--- config.mk ---
export PLATFORM = sky130hd
export DESIGN_NAME = acq_stream_ctrl
export DESIGN_NICKNAME = d
export VERILOG_FILES = /design/src/rtl/acq_stream_ctrl.sv
export SDC_FILE = /design/constraint.sdc
export NUM_CORES = 1
export LEC_CHECK = 0
export BUFFER_PORTS_ARGS = -buffer_cell sky130_fd_sc_hd__buf_2
export CAP_MARGIN = 20
export CORE_MARGIN = 2
export CORE_UTILIZATION = 35
export DETAILED_ROUTE_END_ITERATION = 10
export HOLD_SLACK_MARGIN = 0.1
export PLACE_DENSITY = 0.53
export SKIP_LAST_GASP = 1
export SLEW_MARGIN = 30
export SYNTH_ARGS = -nofsm -noshare
export SYNTH_HDL_FRONTEND = slang
export SYNTH_SLANG_ARGS = --single-unit
--- constraint.sdc ---
create_clock -name user_clk -period 7.2 [get_ports user_clk]
set_clock_uncertainty 0.1 [all_clocks]
set_input_delay 1.44 -clock user_clk [delete_from_list [all_inputs] [get_ports user_clk]]
set_output_delay 1.44 -clock user_clk [all_outputs]
set_load 0.005 [all_outputs]
--- src/rtl/acq_stream_ctrl.sv ---
`default_nettype none
// ============================================================================
//  Module   : acq_stream_ctrl
//  Purpose  : Acquisition sequencer for the C2H stream path. Drives the
//             producer dma_rst/dma_ena controls from software start/stop
//             strobes and counts AXIS beats/packets on the monitored link.
//             Supports packet-limited runs and packet-aligned stops.
//  Options  : ACQ_CTRL_WATCHDOG_EN - compiles in the stall watchdog that
//             moves RUN/DRAIN to ERROR after TIMEOUT_CYCLES without a beat.
//  Revision : 1.0 - initial release
// ============================================================================
module acq_stream_ctrl #(
  parameter int RST_CYCLES     = 16,
  parameter int CNT_WIDTH      = 32,
  parameter int TIMEOUT_CYCLES = 1_000_000
) (
  input  logic                 user_clk,
  input  logic                 user_rstn,
  input  logic                 cfg_start,
  input  logic                 cfg_stop,
  input  logic [CNT_WIDTH-1:0] cfg_pkt_limit,
  input  logic                 mon_tvalid,
  input  logic                 mon_tready,
  input  logic                 mon_tlast,
  output logic                 dma_rst,
  output logic                 dma_ena,
  output logic                 busy,
  output logic                 done,
  output logic                 timeout_err,
  output logic [CNT_WIDTH-1:0] pkt_count,
  output logic [CNT_WIDTH-1:0] beat_count
);

  typedef enum logic [2:0] {
    ST_IDLE  = 3'd0,
    ST_RESET = 3'd1,
    ST_RUN   = 3'd2,
    ST_DRAIN = 3'd3,
    ST_DONE  = 3'd4,
    ST_ERROR = 3'd5
  } state_t;

  state_t               state;
  state_t               state_nx;
  logic [7:0]           rst_cnt;
  logic [CNT_WIDTH-1:0] pkt_limit;
  logic [CNT_WIDTH-1:0] pkt_inc;
  logic [CNT_WIDTH-1:0] beat_inc;
  logic                 beat;
  logic                 eop;
  logic                 counting;
  logic                 start_run;
  logic                 rst_last;
  logic                 limit_hit;
  logic                 stall_hit;

  assign beat      = mon_tvalid & mon_tready;
  assign eop       = beat & mon_tlast;
  assign counting  = (state == ST_RUN) || (state == ST_DRAIN);
  // A run only starts from a quiescent state, and a coincident stop cancels it.
  assign start_run = ((state == ST_IDLE) || (state == ST_DONE)) && cfg_start && !cfg_stop;
  assign rst_last  = (rst_cnt == 8'(RST_CYCLES - 1));

  // Saturating increments: counters stick at all-ones instead of wrapping.
  assign pkt_inc   = (&pkt_count)  ? pkt_count  : pkt_count  + CNT_WIDTH'(1);
  assign beat_inc  = (&beat_count) ? beat_count : beat_count + CNT_WIDTH'(1);
  assign limit_hit = (pkt_limit != '0) && eop && (pkt_inc == pkt_limit);

`ifdef ACQ_CTRL_WATCHDOG_EN
  localparam int STALL_W = $clog2(TIMEOUT_CYCLES + 1);
  logic [STALL_W-1:0] stall_cnt;

  // The final stall clock is the one seen with the counter at LIMIT-1.
  assign stall_hit = counting && !beat && (stall_cnt == STALL_W'(TIMEOUT_CYCLES - 1));

  // Stall counter: runs only while streaming, restarts on every accepted beat.
  always_ff @(posedge user_clk or negedge user_rstn) begin
    if (!user_rstn) begin
      stall_cnt <= '0;
    end else if (!counting || beat) begin
      stall_cnt <= '0;
    end else begin
      stall_cnt <= stall_cnt + STALL_W'(1);
    end
  end

  // Error flag registered from the next state like the other status outputs.
  always_ff @(posedge user_clk or negedge user_rstn) begin
    if (!user_rstn) begin
      timeout_err <= 1'b0;
    end else begin
      timeout_err <= (state_nx == ST_ERROR);
    end
  end
`else
  logic unused_timeout;

  assign stall_hit      = 1'b0;
  assign timeout_err    = 1'b0;
  assign unused_timeout = (TIMEOUT_CYCLES == 0);
`endif

  // Next-state decode; stop has priority over start everywhere.
  always_comb begin
    state_nx = state;
    case (state)
      ST_IDLE: begin
        if (start_run) state_nx = ST_RESET;
      end
      ST_RESET: begin
        if (cfg_stop)      state_nx = ST_IDLE;
        else if (rst_last) state_nx = ST_RUN;
      end
      ST_RUN: begin
        // A limit-reaching eop is already packet aligned, so it beats a stop.
        if (limit_hit)      state_nx = ST_DONE;
        else if (cfg_stop)  state_nx = ST_DRAIN;
        else if (stall_hit) state_nx = ST_ERROR;
      end
      ST_DRAIN: begin
        if (eop)            state_nx = ST_DONE;
        else if (stall_hit) state_nx = ST_ERROR;
      end
      ST_DONE: begin
        if (cfg_stop)       state_nx = ST_IDLE;
        else if (start_run) state_nx = ST_RESET;
      end
      ST_ERROR: begin
        if (cfg_stop) state_nx = ST_IDLE;
      end
      default: state_nx = ST_IDLE;
    endcase
  end

  // State register.
  always_ff @(posedge user_clk or negedge user_rstn) begin
    if (!user_rstn) begin
      state <= ST_IDLE;
    end else begin
      state <= state_nx;
    end
  end

  // Reset-pulse length counter, zero whenever not in RESET.
  always_ff @(posedge user_clk or negedge user_rstn) begin
    if (!user_rstn) begin
      rst_cnt <= '0;
    end else if (state == ST_RESET) begin
      rst_cnt <= rst_cnt + 8'd1;
    end else begin
      rst_cnt <= '0;
    end
  end

  // Limit latch and beat/packet counters; held outside RUN/DRAIN.
  always_ff @(posedge user_clk or negedge user_rstn) begin
    if (!user_rstn) begin
      pkt_limit  <= '0;
      pkt_count  <= '0;
      beat_count <= '0;
    end else if (start_run) begin
      pkt_limit  <= cfg_pkt_limit;
      pkt_count  <= '0;
      beat_count <= '0;
    end else if (counting) begin
      if (beat) beat_count <= beat_inc;
      if (eop)  pkt_count  <= pkt_inc;
    end
  end

  // Registered control/status outputs decoded from the upcoming state.
  always_ff @(posedge user_clk or negedge user_rstn) begin
    if (!user_rstn) begin
      dma_rst <= 1'b0;
      dma_ena <= 1'b0;
      busy    <= 1'b0;
      done    <= 1'b0;
    end else begin
      dma_rst <= (state_nx == ST_RESET);
      dma_ena <= (state_nx == ST_RUN);
      busy    <= (state_nx == ST_RESET) || (state_nx == ST_RUN) || (state_nx == ST_DRAIN);
      done    <= (state_nx == ST_DONE);
    end
  end

endmodule
`default_nettype wire

## Word level (Yosys, flattened, before mapping)

Index checks and enable logic that the tools add are counted.

- Bits in registers: 111
- Input port bits: 39
- Word-level logic and storage cells: 62

- $add $sub $neg: 3
- Equality and inequality tests: 12
- Muxes and demuxes: 18
- Bitwise logic cells: 2
- Reduce and logical (&&, ||, !) cells: 18

Operators by type and width:

| operator | number |
|---|---|
| $mux W32 | 8 |
| $add A32 B1 Y32 const B | 2 |
| $reduce_and A32 Y1 | 2 |
| $eq A32 B32 Y1 | 1 |
| $reduce_bool A32 Y1 | 1 |
| $mux W3 | 8 |
| $pmux W3 S6 | 1 |
| $eq A3 B2 Y1 const B | 4 |
| $eq A3 B3 Y1 const B | 3 |
| $add A8 B1 Y8 const B | 1 |
| $eq A8 B4 Y1 const B | 1 |
| $mux W8 | 1 |
| $eq A3 B1 Y1 const B | 2 |
| $reduce_bool A2 Y1 | 3 |
| $logic_and A1 B1 Y1 | 4 |
| $logic_or A1 B1 Y1 | 4 |
| $logic_not A3 Y1 | 1 |
| $reduce_and A3 Y1 | 1 |
| $and A1 B1 Y1 | 2 |
| $ne A2 B2 Y1 const B | 1 |
| $reduce_and A2 Y1 | 1 |
| $logic_not A1 Y1 | 1 |

## Depth between registers and ports, before layout

Gate-level depths: netlist of run 1.

- Word-level depth: 10
- Depth in mapped cells: 11

## Worst setup path before layout of run 1

OpenSTA, ideal clock, no wires.

- Path kind: input-to-reg
- Start: input mon_tlast
- End: register done
- Setup time: 67 ps
- Arrival: 3177 ps
- Setup slack: 3856 ps
- Stages: 9
- Path through: and3_1 > o21ai_0 > a2111o_1 > nor4_1 > nand4_1 > nor4_4 > nand2_1 > a211oi_1 > and3_1

- Word-level cells in the longest chain between the ends: 6

Ends and longest elaborated chain:

| item | line | text |
|---|---|---|
| start: declaration | 24 | `input logic mon_tlast,` |
| $and A1 B1 Y1 (*) | 58 | `assign eop = beat & mon_tlast;` |
| $logic_and A1 B1 Y1 (2 in a row) | 67 | `assign limit_hit = (pkt_limit != '0) && eop && (pkt_inc == pkt_limit);` |
| $mux W3 | 116 | `if (limit_hit) state_nx = ST_DONE;` |
| $pmux W3 S6 (*) | 106 | `case (state)` |
| $eq A3 B3 Y1 (*) | 182 | `done <= (state_nx == ST_DONE);` |
| end signal: assignment | 182 |  |
| end: declaration | 28 | `output logic done,` |

Mark *: on every way between the ends. The rest lies on a longest branch, timed or not.
A chain may end at the register's enable or synchronous reset.

## Worst setup path in the final report of run 1

- Start: register pkt_count[15]
- End: register done

- Word-level cells in the longest chain between the ends: 7

Ends and longest elaborated chain:

| item | line | text |
|---|---|---|
| start: declaration | 30 | `output logic [CNT_WIDTH-1:0] pkt_count,` |
| start signal: assignment | 167 | `if (eop) pkt_count <= pkt_inc;` |
| $add A32 B1 Y32 / $reduce_and A32 Y1 (equally long branches) | 65 | `assign pkt_inc = (&pkt_count) ? pkt_count : pkt_count + CNT_WIDTH'(1);` |
| $mux W32 (*) | 65 |  |
| $eq A32 B32 Y1 (*) | 67 |  |
| $logic_and A1 B1 Y1 (*) | 67 |  |
| $mux W3 (*) | 116 |  |
| $pmux W3 S6 (*) | 106 |  |
| $eq A3 B3 Y1 (*) | 182 |  |

Marks and branches as above.

==> results of run 1 <==
## worst max-delay path: cells and delay by family (launching register included)
family | cells | cell delay [ps]
AOI/OAI and AO/OA | 1 | 310
xor gates and xnor gates | 1 | 140
and+or+nand+nor | 7 | 2910
DFF | 1 | 730
## final timing paths
check	startpoint	endpoint	cells past startpoint
worst max register to register	pkt_count[15]	done	9
min in group asynchronous	user_rstn	pkt_count[12]	1
worst min register to register	rst_cnt[0]	rst_cnt[0]	1
worst min-delay path	rst_cnt[0]	rst_cnt[0]	1
max in group asynchronous	user_rstn	beat_count[2]	2
worst max-delay path	pkt_count[15]	done	9
## metrics by stage
step                      area (µm²)  worst slack [ps]  hold WS [ps]  power, µW  util, %
final                           7980              2930           368       1630     40.7
after global routing            7970              2770           389       1720     40.7
after CTS                       7970              3100           371       1640     40.7
after detailed placement        7680              3130           360       1130     39.2
after global placement          7680              3260           352       1130     39.2
after floorplan                 7020              3860           333        988        -
## flip-flops by register name, indices dropped and copies added (netlist names), 3 cells and up
name and flops:
beat_count 32, pkt_count 32, pkt_limit 32, rst_cnt 8, state 3
## cells in the final DEF (no fill, tap or decap), types with 9 or more instances in the layout
| cell type | n |
|---|---|
| a211oi_1 | 9 |
| a21oi_1 | 18 |
| a31oi_1 | 11 |
| and3_1 | 19 |
| buf_2 | 105 |
| buf_4 | 9 |
| clkbuf_16 | 9 |
| dfrtp_1 | 111 |
| inv_1 | 12 |
| nand2_1 | 148 |
| nand3_1 | 32 |
| nand4_1 | 30 |
| nor2_1 | 75 |
| nor3_1 | 19 |
| nor4_1 | 17 |
| o21ai_0 | 49 |
| o31ai_1 | 9 |
| xnor2_1 | 37 |
| xor2_1 | 33 |
## routing by layer
metal	part of all wire [%]	GRT usage, %
met1	45	30.5
met2	44	33.0
met3	7.8	4.45
met4	2.4	7.50
met5	0.12	0
## power groups by stage
stage / combinational (µW) / sequential, µW / clock [µW]
2_1_floorplan: 229 / 760 / 0
3_3_place_gp: 321 / 812 / 0
3_5_place_dp: 320 / 810 / 0
4_1_cts: 322 / 797 / 525
5_1_grt: 359 / 810 / 548
6_report: 322 / 801 / 508
## kinds of logic (layout without fill, tap and decap cells)
kind of cell             count (synthesis)  after routing
AO/OA/AOI/OAI                          147            147
flip-flops                             111            111
multiplexers                             8              8
buffers and inverters                   67            143
adder cells (fa/ha/maj)                  3              3
AND/OR/NAND/NOR                        409            409
XOR/XNOR                                70             70
other                                    1              3
## layout make-up
class                      instances  share of cell area, %
tap                              265                   4.16
timing repair buffer             115                   7.57
antenna                            2                 0.0627
clock buffer                      10                   3.00
sequential                       111                   34.8
multi-input combinational        638                   49.1
clock inverter                     5                  0.643
inverter                          13                  0.612
==> flow_metrics.env, run 1 <==
export IMPL_port_buffers=106
export IMPL_n_fill_cell=2051
export IMPL_synth_flop_cell="dfrtp_1"
export IMPL_fin_nets=930
export IMPL_worst_setup_path_start_kind="register"
export IMPL_yosys_area_share_simple_pct=30.1
export IMPL_synth_area_um2=7020
export IMPL_fin_crit_ps=4270
export IMPL_cts_path_max_buffers=2
export IMPL_dp_hpwl_um=16900
export IMPL_synth_common_cells="nand2_1 (148), dfrtp_1 (111), nor2_1 (76)"
export IMPL_cts_resized=0
export IMPL_track_usage_pct=21.6
export IMPL_mappedNetlistNets=858
export IMPL_synth_xor_area_share_pct=8.73
export IMPL_synth_compound_area_share_pct=15.2
export IMPL_crit_type="reg2reg"
export IMPL_dp_cells=1142
export IMPL_synth_top_area_cell="dfrtp_1"
export IMPL_arrival_ps=4470
export IMPL_syn_instance_count=816
export IMPL_antenna_found_initial=2
export IMPL_cell_internal_pwr_uw=1080
export IMPL_cp_max_fo=15
export IMPL_power_switching_uw=555
export IMPL_max_freq_mhz=234
export IMPL_seqPwrFrac_pct=49.1
export IMPL_cts_root_buf="clkbuf_16"
export IMPL_ys_seq_area_share_pct=39.6
export IMPL_dieHeight_um=146
export IMPL_ys_async_sr_fraction_pct=100
export IMPL_cts_setup_buffers=0
export IMPL_synth_edff_count=0
export IMPL_p_leak_uw=0.00354
export IMPL_routedWlPerCell_um=19.6
export IMPL_slew_violations=0
export IMPL_netlist_cell_type_count=84
export IMPL_holdCritPathClass="reg2reg"
export IMPL_max_stage_delay_ps=870
export IMPL_grt_pass1_wl_um=36200
export IMPL_endpoint_kind="register"
export IMPL_drive_above_1_share_pct=18.7
export IMPL_synth_top_family_by_area="simple AND/OR/NAND/NOR gates"
export IMPL_final_setup_viol_count=0
export IMPL_seqCellArea_um2=2780
export IMPL_first_iter_violations=529
export IMPL_ant_nets=0
export IMPL_relSlewSlack_pct=35.5
export IMPL_swShare_pct=34.0
export IMPL_tns_ps=0
export IMPL_start_util_pct=35.8
export IMPL_cap_violations=0
export IMPL_yosysWarnings=0
export IMPL_core_area_um2=19600
export IMPL_yosys_mux_area_fraction_pct=1.16
export IMPL_synth_top_cell_area_share_pct=39.6
export IMPL_required_ps=7400
export IMPL_viasPerCell=5.61
export IMPL_vias=6501
export IMPL_grt_max_degree=69
export IMPL_num_io_pins=108
export IMPL_synth_seq_cells=111
export IMPL_rsz0062_at_grt="no"
export IMPL_yosysMostFrequentCell="nand2_1"
export IMPL_syn_avg_cell_area_um2=8.61
export IMPL_synth_area_leaders="dfrtp_1 (40%), nand2_1 (7.9%), xnor2_1 (4.6%)"
export IMPL_multiInputGateArea_um2=3920
export IMPL_synth_fa_ha_area_share_pct=0.535
export IMPL_r2r_slack_ps=2930
export IMPL_syn_to_final_growth_pct=13.6
export IMPL_crit_chain="nand4_4 -> nor4_4 -> nand3_1 -> nand3_1 -> xnor2_1 -> nor4_4 -> nand2_1 -> a211oi_1 -> and3_1"
export IMPL_cts_sinks=111
export IMPL_path_clk_slew_ps=80
export IMPL_hold_buffers=0
export IMPL_cts_max_level=3
export IMPL_finalCritPeriodShare_pct=59.3
export IMPL_hold_viol=0
export IMPL_die_area_um2=21200
export IMPL_power_density_nw_per_um2=204
export IMPL_cts_tree="done"
export IMPL_die_x_um=146
export IMPL_peakVddDrop_v=0.000124
export IMPL_slowest_stage="nor4_4"
export IMPL_clkPwrFrac_pct=31.1
export IMPL_tightestPinTransition_ps=960
export IMPL_grt_ovfl_total=0
export IMPL_status="completed"
export IMPL_finalNonFillerCells=1159
export IMPL_gp_congestion=0.996
export IMPL_cts_buffers=9
export IMPL_wirelength_um=22800
export IMPL_row_count=51
export IMPL_drtPass1Iterations=5
export IMPL_drcViolationCount=0
export IMPL_first_global_vias=6213
export IMPL_clk_latency_ps=370
export IMPL_combPwrFrac_pct=19.8
Note: power is estimated with default switching activity, not from simulation.
==> run 2, diff against run 1 <==
--- a/config.mk
+++ b/config.mk
@@ -5,6 +5,7 @@
 export SDC_FILE = /design/constraint.sdc
 export NUM_CORES = 1
 export LEC_CHECK = 0
+export ABC_AREA = 1
 export BUFFER_PORTS_ARGS = -buffer_cell sky130_fd_sc_hd__buf_2
 export CAP_MARGIN = 20
 export CORE_MARGIN = 2
==> constraint.sdc (replaced) <==
create_clock -name user_clk -period 4.2 [get_ports user_clk]
set_clock_uncertainty 0.1 [all_clocks]
set_input_delay 0.84 -clock user_clk [delete_from_list [all_inputs] [get_ports user_clk]]
set_output_delay 0.84 -clock user_clk [all_outputs]
set_load 0.005 [all_outputs]
==> flow_metrics.env, run 2 <==
export IMPL_place_ws_ps=710
export IMPL_synth_top_family_by_area="simple AND/OR/NAND/NOR gates"
export IMPL_synth_top_area_cell="dfrtp_1"
export IMPL_track_usage_pct=21.4
export IMPL_ant_nets=0
export IMPL_syn_to_final_growth_pct=16.1
export IMPL_gp_congestion=0.904
export IMPL_cts_buffers=9
export IMPL_fin_nets=1168
export IMPL_core_area_um2=19300
export IMPL_yosys_area_share_simple_pct=38.9
export IMPL_layout_setup_ws_ps=631
export IMPL_synth_common_cells="nand2_1 (310), nor2_1 (136), inv_1 (126)"
export IMPL_cap_violations=0
export IMPL_max_freq_mhz=280
export IMPL_ys_seq_area_share_pct=40.6
export IMPL_start_util_pct=35.4
export IMPL_syn_avg_cell_area_um2=6.68
export IMPL_syn_instance_count=1025
export IMPL_cts_max_level=3
export IMPL_top_regs="beat_count (32), pkt_count (32), pkt_limit (32)"
export IMPL_yosysMostFrequentCell="nand2_1"
export IMPL_clk_latency_ps=360
export IMPL_vias=6921
export IMPL_drtPass1Iterations=5
export IMPL_r2r_slack_ps=630
export IMPL_rsz0062_at_grt="no"
export IMPL_netlist_cell_type_count=40
export IMPL_final_setup_viol_count=0
export IMPL_port_buffers=106
export IMPL_tns_ps=0
export IMPL_first_iter_violations=510
export IMPL_cts_tree="done"
export IMPL_peakVddDrop_v=0.000242
export IMPL_cts_sinks=111
export IMPL_cts_setup_buffers=0
export IMPL_row_count=51
export IMPL_synth_flop_cell="dfrtp_1"
export IMPL_cts_path_max_buffers=2
export IMPL_finalCritPeriodShare_pct=85.0
export IMPL_endpoint_kind="register"
export IMPL_ys_async_sr_fraction_pct=100
export IMPL_die_x_um=144
export IMPL_die_area_um2=20700
export IMPL_num_antenna_cells=0
export IMPL_required_ps=4360
export IMPL_mappedNetlistNets=1067
export IMPL_synth_top_cell_area_share_pct=40.6
export IMPL_num_io_pins=108
export IMPL_worst_hold_slack_ps=361
export IMPL_grt_pass1_wl_um=34400
export IMPL_crit_type="reg2reg"
export IMPL_synth_area_leaders="dfrtp_1 (41%), nand2_1 (17%), nand3_1 (8.2%)"
export IMPL_drcViolationCount=0
export IMPL_arrival_ps=3730
export IMPL_worst_setup_path_start_kind="register"
export IMPL_power_density_nw_per_um2=420
export IMPL_synth_compound_area_share_pct=9.76
export IMPL_slew_violations=0
export IMPL_grt_max_degree=75
export IMPL_synth_seq_cells=111
export IMPL_dieHeight_um=144
export IMPL_dp_hpwl_um=16300
export IMPL_antenna_found_initial=0
export IMPL_final_util_pct=41.1
export IMPL_first_global_vias=6336
export IMPL_synth_area_um2=6850
export IMPL_synth_xor_area_share_pct=1.41
export IMPL_grt_ovfl_total=0
export IMPL_synth_edff_count=0
export IMPL_relSlewSlack_pct=40.9
export IMPL_status="completed"
export IMPL_wirelength_um=21300
export IMPL_p_leak_uw=0.00388
export IMPL_cp_max_fo=45
export IMPL_routedWlPerCell_um=15.3
export IMPL_fin_crit_ps=3570
export IMPL_hold_buffers=0
export IMPL_holdCritPathClass="reg2reg"
export IMPL_layout_commonest_cell="nand2_1"
export IMPL_final_cell_mix="nand2_1 (309), nor2_1 (136), inv_1 (126), nand3_1 (112), dfrtp_1 (111)"
export IMPL_yosys_mux_area_fraction_pct=0
export IMPL_drive_above_1_share_pct=13.1
export IMPL_viasPerCell=4.96
export IMPL_hold_viol=0
export IMPL_cts_root_buf="clkbuf_16"
export IMPL_tightestPinTransition_ps=884
export IMPL_yosysWarnings=0
export IMPL_path_clk_slew_ps=80
export IMPL_synth_fa_ha_area_share_pct=0.548
export IMPL_cts_resized=0
## run 2: worst paths after layout
kind,depth (start not counted),startpoint,endpoint
max,15,pkt_count[0],dma_rst
min,1,rst_cnt[0],rst_cnt[0]
max reg2reg,15,pkt_count[0],dma_rst
min reg2reg,1,rst_cnt[0],rst_cnt[0]
max in group asynchronous,2,user_rstn,beat_count[1]
min in group asynchronous,1,user_rstn,pkt_limit[14]
## run 2: cells by family (layout without fill, tap and decap cells)
logic type      after synthesis  in the layout
compound gates              124            124
xor+xnor                     11             11
fa+ha+maj                     3              3
buf+inv                     152            257
flops                       111            111
other cells                   1              1
simple gates                623            623
## run 2: metal layers
metal | global-route usage [%] | vias up | wire (µm)
met2 | 35.1 | 185 | 10000
li1 | - | 3510 | -
met4 | 5.88 | 0 | 404
met5 | 0 | - | 0
met3 | 3.10 | 25 | 1000
met1 | 29.6 | 3201 | 9910
## run 2: stage by stage
step	total power, µW	cell area [µm²]	std cells
global placement	2530	7670	1380
detailed placement	2540	7670	1380
floorplan	2150	6850	1025
CTS	3380	7940	1395
global route	3600	7950	1395
finish	3330	7950	1395
## run 2: worst max-delay path, stage by stage (launching register included)
cell and delay [ps]:
dfrtp_1 490, ha_1 350, nand2_2 120, nor2_4 150, nand2_4 100, nor2_8 180
nand2_2 520, o21ai_1 360, xnor2_1 150, nand3_1 90, nor2_1 200, nand2_1 180
o21bai_1 200, nand2_1 70, nand2_1 110, nor2_1 60
## run 2: final cells by class
class,count,area [µm²]
Clock buffer,10,229
Multi-Input combinational cell,762,3480
Tap cell,265,332
Sequential cell,111,2780
Inverter,128,480
Fill cell,2104,11400
Clock inverter,5,41.3
Timing Repair Buffer,114,609
## run 2: power by group
part	total, µW	leakage, µW	switching (µW)	internal, µW
registers	1470	0.00149	183	1280
clock network	830	0.000126	423	407
logic	1040	0.00227	681	357
